--- src/rtl/fetch_pkg.sv ---
// fetch_pkg: shared types and default sizing for the program sequencer.
//   fetch_state_e : sequencer state (IDLE, RUN, DONE)
//   PC_W          : default program-counter / ROM address width
//   BT_DEPTH      : default branch-table depth
//   RS_DEPTH      : default return-stack depth
package fetch_pkg;

  typedef enum logic [1:0] {
    IDLE = 2'd0,
    RUN  = 2'd1,
    DONE = 2'd2
  } fetch_state_e;

  localparam int PC_W     = 12;
  localparam int BT_DEPTH = 8;
  localparam int RS_DEPTH = 4;

endpackage

--- src/rtl/ret_stack.sv ---
// ret_stack: return-address LIFO for call/return in the program sequencer.
// Ports:
//   clk, rst_n   : clock, asynchronous active-low reset
//   clr          : synchronous clear (empties the stack)
//   push, din    : push din onto the stack (ignored when full)
//   pop          : discard the top entry (ignored when empty)
//   top          : current top entry (meaningful only when not empty)
//   full, empty  : occupancy flags
module ret_stack #(
  parameter int W     = 12,
  parameter int DEPTH = 4
) (
  input  logic         clk,
  input  logic         rst_n,
  input  logic         clr,
  input  logic         push,
  input  logic         pop,
  input  logic [W-1:0] din,
  output logic [W-1:0] top,
  output logic         full,
  output logic         empty
);

  localparam int AW = (DEPTH > 1) ? $clog2(DEPTH) : 1;
  localparam int CW = $clog2(DEPTH + 1);

  logic [W-1:0]  mem [DEPTH];
  logic [CW-1:0] cnt;
  logic [AW-1:0] wr_idx;
  logic [AW-1:0] rd_idx;

  assign wr_idx = AW'(cnt);
  assign rd_idx = AW'(cnt - CW'(1));
  assign full   = (cnt == CW'(DEPTH));
  assign empty  = (cnt == '0);
  assign top    = mem[rd_idx];

  always_ff @(posedge clk or negedge rst_n) begin
    if (!rst_n) begin
      cnt <= '0;
      for (int i = 0; i < DEPTH; i++) mem[i] <= '0;
    end else if (clr) begin
      cnt <= '0;
    end else if (push && !full) begin
      mem[wr_idx] <= din;
      cnt         <= cnt + CW'(1);
    end else if (pop && !empty) begin
      cnt <= cnt - CW'(1);
    end
  end

endmodule

--- src/rtl/fetch_ctrl.sv ---
// fetch_ctrl: program sequencer for the instruction ROM. Owns the program
// counter, resolves indexed branches through the ROM branch table, and
// handles start, stall, halt and end-of-program.
//
// Optional feature: define FETCH_CTRL_CALL_STACK_EN to build an S-deep
// return stack for call_en/ret_en. Without it, call_en/ret_en are ignored
// and stack_err is tied low.
//
// Ports:
//   clk, rst_n     : clock, asynchronous active-low reset
//   start          : begin at address 0 (honoured in IDLE and DONE only)
//   stall          : hold the PC this cycle (drops branch/call/ret)
//   halt           : stop and go to DONE
//   branch_en      : jump to branch_table[branch_idx]
//   branch_idx     : branch-table index
//   branch_table   : B target addresses from the ROM
//   call_en,ret_en : call/return (optional feature)
//   prog_ctr       : ROM address
//   fetch_valid    : prog_ctr is a live instruction address
//   busy           : sequencer is running
//   done           : program finished, held until next start
//   stack_err      : sticky return-stack overflow/underflow
//
// state | meaning
// IDLE  | out of reset, waiting for start
// RUN   | fetching; one PC action per cycle
// DONE  | halted, end of memory, or stack error; waiting for start
module fetch_ctrl
  import fetch_pkg::*;
#(
  parameter int  D  = PC_W,
  parameter int  B  = BT_DEPTH,
  parameter int  S  = RS_DEPTH,
  localparam int IW = (B > 1) ? $clog2(B) : 1
) (
  input  logic          clk,
  input  logic          rst_n,
  input  logic          start,
  input  logic          stall,
  input  logic          halt,
  input  logic          branch_en,
  input  logic [IW-1:0] branch_idx,
  input  logic [D-1:0]  branch_table [B],
  input  logic          call_en,
  input  logic          ret_en,
  output logic [D-1:0]  prog_ctr,
  output logic          fetch_valid,
  output logic          busy,
  output logic          done,
  output logic          stack_err
);

  fetch_state_e state_q, state_d;
  logic [D-1:0] pc_q, pc_d;
  logic [D-1:0] pc_inc;
  logic         pc_last;
  logic         tbl_hit;
  logic [D-1:0] tbl_tgt;

  assign pc_inc  = pc_q + D'(1);
  assign pc_last = &pc_q;

  // Index decode by comparison so an out-of-range index (B not a power
  // of two) simply misses instead of reading past the table.
  always_comb begin
    tbl_hit = 1'b0;
    tbl_tgt = '0;
    for (int i = 0; i < B; i++) begin
      if (branch_idx == IW'(i)) begin
        tbl_hit = 1'b1;
        tbl_tgt = branch_table[i];
      end
    end
  end

`ifdef FETCH_CTRL_CALL_STACK_EN
  logic         rs_push, rs_pop, rs_clr;
  logic         rs_full, rs_empty;
  logic [D-1:0] rs_top;
  logic         err_set, err_clr;
  logic         err_q;

  ret_stack #(
    .W     (D),
    .DEPTH (S)
  ) u_ret_stack (
    .clk   (clk),
    .rst_n (rst_n),
    .clr   (rs_clr),
    .push  (rs_push),
    .pop   (rs_pop),
    .din   (pc_inc),
    .top   (rs_top),
    .full  (rs_full),
    .empty (rs_empty)
  );

  always_ff @(posedge clk or negedge rst_n) begin
    if (!rst_n)       err_q <= 1'b0;
    else if (err_clr) err_q <= 1'b0;
    else if (err_set) err_q <= 1'b1;
  end

  assign stack_err = err_q;
`else
  logic unused_ok;
  assign unused_ok = ^{call_en, ret_en, (S > 0)};
  assign stack_err = 1'b0;
`endif

  always_ff @(posedge clk or negedge rst_n) begin
    if (!rst_n) begin
      state_q <= IDLE;
      pc_q    <= '0;
    end else begin
      state_q <= state_d;
      pc_q    <= pc_d;
    end
  end

  always_comb begin
    state_d = state_q;
    pc_d    = pc_q;
`ifdef FETCH_CTRL_CALL_STACK_EN
    rs_push = 1'b0;
    rs_pop  = 1'b0;
    rs_clr  = 1'b0;
    err_set = 1'b0;
    err_clr = 1'b0;
`endif
    case (state_q)
      IDLE: begin
        if (start) begin
          state_d = RUN;
          pc_d    = '0;
        end
      end
      DONE: begin
        if (start) begin
          state_d = RUN;
          pc_d    = '0;
`ifdef FETCH_CTRL_CALL_STACK_EN
          rs_clr  = 1'b1;
          err_clr = 1'b1;
`endif
        end
      end
      RUN: begin
        if (halt) begin
          state_d = DONE;
        end else if (stall) begin
          pc_d = pc_q;
`ifdef FETCH_CTRL_CALL_STACK_EN
        end else if (ret_en) begin
          if (rs_empty) begin
            err_set = 1'b1;
            state_d = DONE;
          end else begin
            rs_pop = 1'b1;
            pc_d   = rs_top;
          end
        end else if (call_en) begin
          if (rs_full) begin
            err_set = 1'b1;
            state_d = DONE;
          end else begin
            // Return address wraps to 0 when calling from the last word.
            rs_push = 1'b1;
            pc_d    = tbl_hit ? tbl_tgt : pc_inc;
          end
`endif
        end else if (branch_en && tbl_hit) begin
          pc_d = tbl_tgt;
        end else if (pc_last) begin
          // Never wrap: running off the end finishes the program.
          state_d = DONE;
        end else begin
          pc_d = pc_inc;
        end
      end
      default: begin
        state_d = IDLE;
        pc_d    = '0;
      end
    endcase
  end

  assign prog_ctr    = pc_q;
  assign fetch_valid = (state_q == RUN);
  assign busy        = (state_q == RUN);
  assign done        = (state_q == DONE);

endmodule

--- config.mk ---
export PLATFORM = sky130hd
export DESIGN_NAME = fetch_ctrl
export DESIGN_NICKNAME = d
export VERILOG_FILES = /design/src/rtl/fetch_pkg.sv /design/src/rtl/ret_stack.sv /design/src/rtl/fetch_ctrl.sv
export SDC_FILE = /design/constraint.sdc
export NUM_CORES = 1
export LEC_CHECK = 0
export BUFFER_PORTS_ARGS = -buffer_cell sky130_fd_sc_hd__buf_4
export CELL_PAD_IN_SITES_DETAIL_PLACEMENT = 1
export CELL_PAD_IN_SITES_GLOBAL_PLACEMENT = 1
export CORE_UTILIZATION = 28
export DETAILED_ROUTE_END_ITERATION = 6
export GPL_TIMING_DRIVEN = 0
export PLACE_DENSITY_LB_ADDON = 0.1
export SLEW_MARGIN = 10
export SYNTH_ARGS = -nofsm -noshare
export SYNTH_HDL_FRONTEND = slang
export SYNTH_HIERARCHICAL = 1
export SYNTH_SLANG_ARGS = --single-unit
--- constraint.sdc ---
create_clock -name clk -period 2.8 [get_ports clk]
set_clock_uncertainty 0.15 [all_clocks]
set_input_delay 0.28 -clock clk [delete_from_list [all_inputs] [get_ports clk]]
set_output_delay 0.28 -clock clk [all_outputs]
set_load 0.02 [all_outputs]
=== Word-level counts from Yosys, hierarchy flattened ===
Index checks and enable logic that the tools add are counted.

* Register bits: 14
* Input bits: 107
* Output and inout bits: 16
* Logic and storage cells: 54

* $add $sub $neg: 1
* Equality and inequality tests: 16
* Multiplexer cells: 28
* Reduce and logical (&&, ||, !) cells: 7

{| class="wikitable"
|+ Operators with widths
! kind !! number
|-
| $mux W12 || 13
|-
| $pmux W12 S2 || 1
|-
| $add A12 B1 Y12 const B || 1
|-
| $eq A3 B3 Y1 const B || 4
|-
| $reduce_and A12 Y1 || 1
|-
| $mux W2 || 5
|-
| $mux W1 || 8
|-
| $reduce_and A4 Y1 || 2
|-
| $eq A3 B2 Y1 const B || 2
|-
| $ne A3 B2 Y1 const B || 2
|-
| $ne A3 B3 Y1 const B || 2
|-
| $ne A2 B2 Y1 const B || 2
|-
| $pmux W2 S2 || 1
|-
| $eq A3 B1 Y1 const B || 1
|-
| $logic_not A3 Y1 || 1
|-
| $eq A2 B1 Y1 const B || 1
|-
| $eq A2 B2 Y1 const B || 1
|-
| $logic_not A2 Y1 || 1
|-
| $ne A2 B1 Y1 const B || 1
|-
| $reduce_or A2 Y1 || 1
|-
| $logic_and A1 B1 Y1 || 1
|}

=== Longest topological paths before layout ===
* Depth after elaboration: 14
* Gate-level depth with buffers: 8
* Depth with buffers taken out: 6

=== Worst setup path after synthesis ===
Ideal clock, no wire load.

* Kind: register to register
* Start point: reg pc_q[0], in the netlist prog_ctr[0]
* End point: reg pc_q[8], in the netlist prog_ctr[8]
* Setup time: 79 ps
* Arrival time: 1944 ps
* Required time: 2571 ps
* Path slack: 627 ps
* Stages on the path, launching flop included: 8
* Buffers on the path: 1
* Period minus slack after synthesis: 2173 ps
* Cells stage by stage: dfrtp_1 ha_1 nand3_1 or4_4 a21oi_1 o21bai_2 buf_6 o2bb2ai_1

* Cells in the longest elaborated chain, start to end: 6
* Elaborated cells between the ends (all ways): 9
* Those cells by class: 1 x add/sub; 1 x eq/ne; 5 x mux; 2 x reduce/logical

{| class="wikitable"
|+ RTL lines
! element !! line !! source
|-
| start, declared || fetch_ctrl.sv:54 || <nowiki>logic [D-1:0] pc_q, pc_d;</nowiki>
|-
| start signal, assigned || fetch_ctrl.sv:117 || <nowiki>pc_q <= pc_d;</nowiki>
|-
| $add A12 B1 Y12 || fetch_ctrl.sv:60 || <nowiki>assign pc_inc = pc_q + D'(1);</nowiki>
|-
| $mux W12 || fetch_ctrl.sv:174 || <nowiki>end else if (pc_last) begin</nowiki>
|-
| $mux W12 || fetch_ctrl.sv:172 || <nowiki>end else if (branch_en && tbl_hit) begin</nowiki>
|-
| $mux W12 || fetch_ctrl.sv:151 || <nowiki>end else if (stall) begin</nowiki>
|-
| $mux W12 || fetch_ctrl.sv:149 || <nowiki>if (halt) begin</nowiki>
|-
| $pmux W12 S2 || fetch_ctrl.sv:131 || <nowiki>case (state_q)</nowiki>
|}

Parallel ways exist; a longest one is shown, timed or not. The select of a mux whose other input is x is not followed.
A chain may end at the register's enable or synchronous reset.

=== Final worst setup path ===
* Start point: reg pc_q[0], in the netlist prog_ctr[0]
* End point: reg pc_q[10], in the netlist prog_ctr[10]

Same word-level chain as after synthesis.

==> out/qor.csv <==
metric,value,unit
clock period minus worst slack,2.37,ns
dpl cells,384,
Initial DRC Count,56,
switching part of the total,34.7,%
fill cell count,703,
Worst Path Required,2.82,ns
CTS tree,done,
fin. max-slew vios,0,
R2R setup slack,0.43,ns
worst r2r path cells,7,
gpl congestion,0.772,
register bit count reported by yosys,14,
CP max FO,10,
Clock Path Buffers,2,
Layout area overhead,60.7,%
peak per-stage delay on the critical path,0.60,ns
switching power total,294,uW
top_reg_cell synth,dfrtp_1,
Post-Synthesis Cells,194,
Worst-path clk slew,0.05,ns
Synth Net Count,302,
DIE AREA,0.00636,sq mm
"Non-Filler Cell Area, Final",0.00272,sq mm
r2r endpoint,prog_ctr[10],
routed vias,2066,
Reg area,350,sq um
standard-cell row count,27,
later-pin clock latency in the skew report,0.24,ns
register area share after synthesis,20.7,%
worst hold endpoint,state_q[0],
Power per Cell Area,312,mW/mm^2
post-synthesis mux area share,26.7,%
Hold Slack,0.107,ns
setup TNS,0,ns
CP max-delay cell,or4_4,
Critical Path Sink Type,flop,
vias in the first global route,2266,
Seq pwr share,30.7,%
status,finished clean,
Worst Hold Launch,halt,
Synth Area in Adders,0.740,%
Synth Area in Compound Gates,25.5,%
Clk pwr share,19.3,%
Post-Syn Area,0.00169,sq mm
MaxCap Viol Count,0,
critical-path cell list,ha_1 -> nand3_1 -> or4_4 -> a21oi_1 -> o21bai_2 -> buf_6 -> o2bb2ai_1,
Die W,79.7,um
leakage,0.00132,uW
WHS Path Cells,2,
TritonRoute pass-1 iters,4,
Unique masters post-synth,42,
share of cells above drive strength 1,46.5,%
largest net degree at the start of global routing,15,
number of synthesized flops with an enable pin,0,
chip height,79.7,um
internal power,554,uW
first-pass GRT wire length,10.7,mm
Total Routing Usage GR,22.1,%
Max VDD drop,0.242,mV
Logic pwr share,50.0,%
Max Clk Rate,422,MHz
Slew @ Worst Pin,0.506,ns
Yosys warning count,6,
final non-filler cell total,388,
main combinational cell family by area after synthesis,multiplexers,
# H-tree levels,1,
min-delay worst type,in -> reg,
drt via density,5.32,
syn_area_per_cell,8.72,sq um
final WL,6.70,mm
drt drc,0,
placed instance area,0.00267,sq mm
Final Hold Fails,0,
CTS Buf Count,3,
Initial Utilization,29.8,%
dpl hpwl,5.63,mm
Worst setup SP type,flop,
Post-DRT Antenna Nets,0,
Final nets,426,
Ports,123,
fin crit share,84.5,%
kind of critical path,reg -> reg,
Slew headroom,66.3,%
clock sink total,14,
PortBufs,118,
Post-synth ARST share,100,%
WL/cell,17.3,um
number of inserted diodes,0,
reg-to-reg critical path startpoint,prog_ctr[0],
area of the multi-input gates,0.00124,sq mm
total gr overflow,0,
endpoints failing setup,0,
initial antenna violation count,0,
unrepaired setup endpoints after global routing,no,
CP arrival,2.38,ns
postcts setup bufs,0,
XOR/XNOR Fraction of Synth Area,2.59,%
CTS root buffer,clkbuf_8,
Synth Area in Simple Gates,17.8,%
core footprint,0.00568,sq mm
-- power by group through the flow --
stage	Clock (uW)	Combinational, uW	Sequential (uW)
2_1_floorplan	0	199	276
4_1_cts	165	427	261
6_report	164	424	260
3_3_place_gp	0	419	262
5_1_grt	184	460	265
3_5_place_dp	0	425	264
-- registers in the layout, summed over array words and instances, names as in the netlist --
name	cells
prog_ctr	12
state_q	2
-- routing by layer --
layer	global-route usage, %	routed length, um	up-vias
li1	-	-	990
met1	26.3	2870	980
met2	39.3	3290	85
met3	3.89	417	11
met4	7.64	125	0
met5	0	0	-
-- worst max-delay path by stage --
stage,startpoint,to,slack (ns),cells after the start
2_1_floorplan,prog_ctr[0],prog_ctr[8],0.63,7
3_3_place_gp,branch_idx[2],prog_ctr[10],0.43,6
3_5_place_dp,branch_idx[2],prog_ctr[10],0.41,6
4_1_cts,prog_ctr[0],prog_ctr[10],0.42,7
5_1_grt,prog_ctr[0],prog_ctr[8],0.28,7
6_report,prog_ctr[0],prog_ctr[10],0.43,7
-- cell usage in the layout (no fill, tap or decap), drive strengths merged, types with 2 or more instances in the layout --
| master | count |
|---|---|
| a211oi | 11 |
| a21o | 5 |
| a21oi | 11 |
| a22o | 5 |
| a22oi | 3 |
| buf | 126 |
| clkbuf | 9 |
| dfrtp | 14 |
| inv | 3 |
| mux2 | 3 |
| mux2i | 17 |
| mux4 | 11 |
| nand2 | 11 |
| nand2b | 3 |
| nand3 | 7 |
| nor2 | 22 |
| nor2b | 3 |
| nor3 | 10 |
| o211ai | 3 |
| o21ai | 11 |
| o221ai | 2 |
| o22ai | 2 |
| o2bb2ai | 5 |
| xnor2 | 2 |
| xor2 | 3 |
-- area by class of cell --
cell class                 count  area share, %
multi-input combinational    162           45.8
timing repair buffer         119           32.9
sequential                    14           12.9
tap                           72           3.31
buffer                        14           2.99
clock buffer                   3           1.52
inverter                       4          0.552
-- worst max-delay path, delay by kind of cell (launching register included) --
family          cells  cell delay [ns]
compound gates      3             0.44
buf+inv             1             0.17
flops               1             0.46
simple gates        2             0.86
fa+ha+maj           1             0.22
-- cell usage after synthesis, types with 2 or more instances --
library cell / number / share of area (%)
nor2_1: 22 / 4.9
mux2i_1: 17 / 10
dfrtp_1: 14 / 21
a211oi_1: 11 / 4.9
a21oi_1: 11 / 3.3
mux4_2: 11 / 15
nand2_1: 11 / 2.4
nor3_1: 10 / 3.0
o21ai_0: 9 / 2.7
clkbuf_1: 6 / 1.3
nand3_1: 6 / 1.8
a21o_1: 5 / 2.2
a22o_1: 5 / 2.6
buf_4: 5 / 2.2
o2bb2ai_1: 5 / 2.6
a22oi_1: 3 / 1.3
inv_1: 3 / 0.67
mux2_2: 3 / 2.0
nand2b_1: 3 / 1.1
nor2b_1: 3 / 1.1
o211ai_1: 3 / 1.3
xor2_1: 3 / 1.6
buf_2: 2 / 0.59
o21ai_1: 2 / 0.59
o221ai_1: 2 / 1.0
o22ai_1: 2 / 0.74
xnor2_1: 2 / 1.0
-- kinds of logic after synthesis --
logic type,after synthesis
AO/OA/AOI/OAI,62
AND/OR/NAND/NOR,62
multiplexers,31
buffers and inverters,18
flip-flops,14
XOR/XNOR,5
adder cells (fa/ha/maj),1
other,1
-- stage by stage --
stage	utilization [%]	total power, uW	setup slack (ns)
floorplan	-	475	0.627
global placement	47.0	682	0.433
detailed placement	47.0	689	0.410
CTS	47.9	853	0.419
global route	47.9	909	0.276
finish	47.9	848	0.433
-- repair_timing --
| item | 4_1_cts | 5_1_grt |
|---|---|---|
| endpoints found under the hold margin | 14 | 0 |
| hold buffers | 1 | 0 |
| gates resized for setup | 0 | 0 |
No activity file was read; power rests on OpenSTA's default activity.
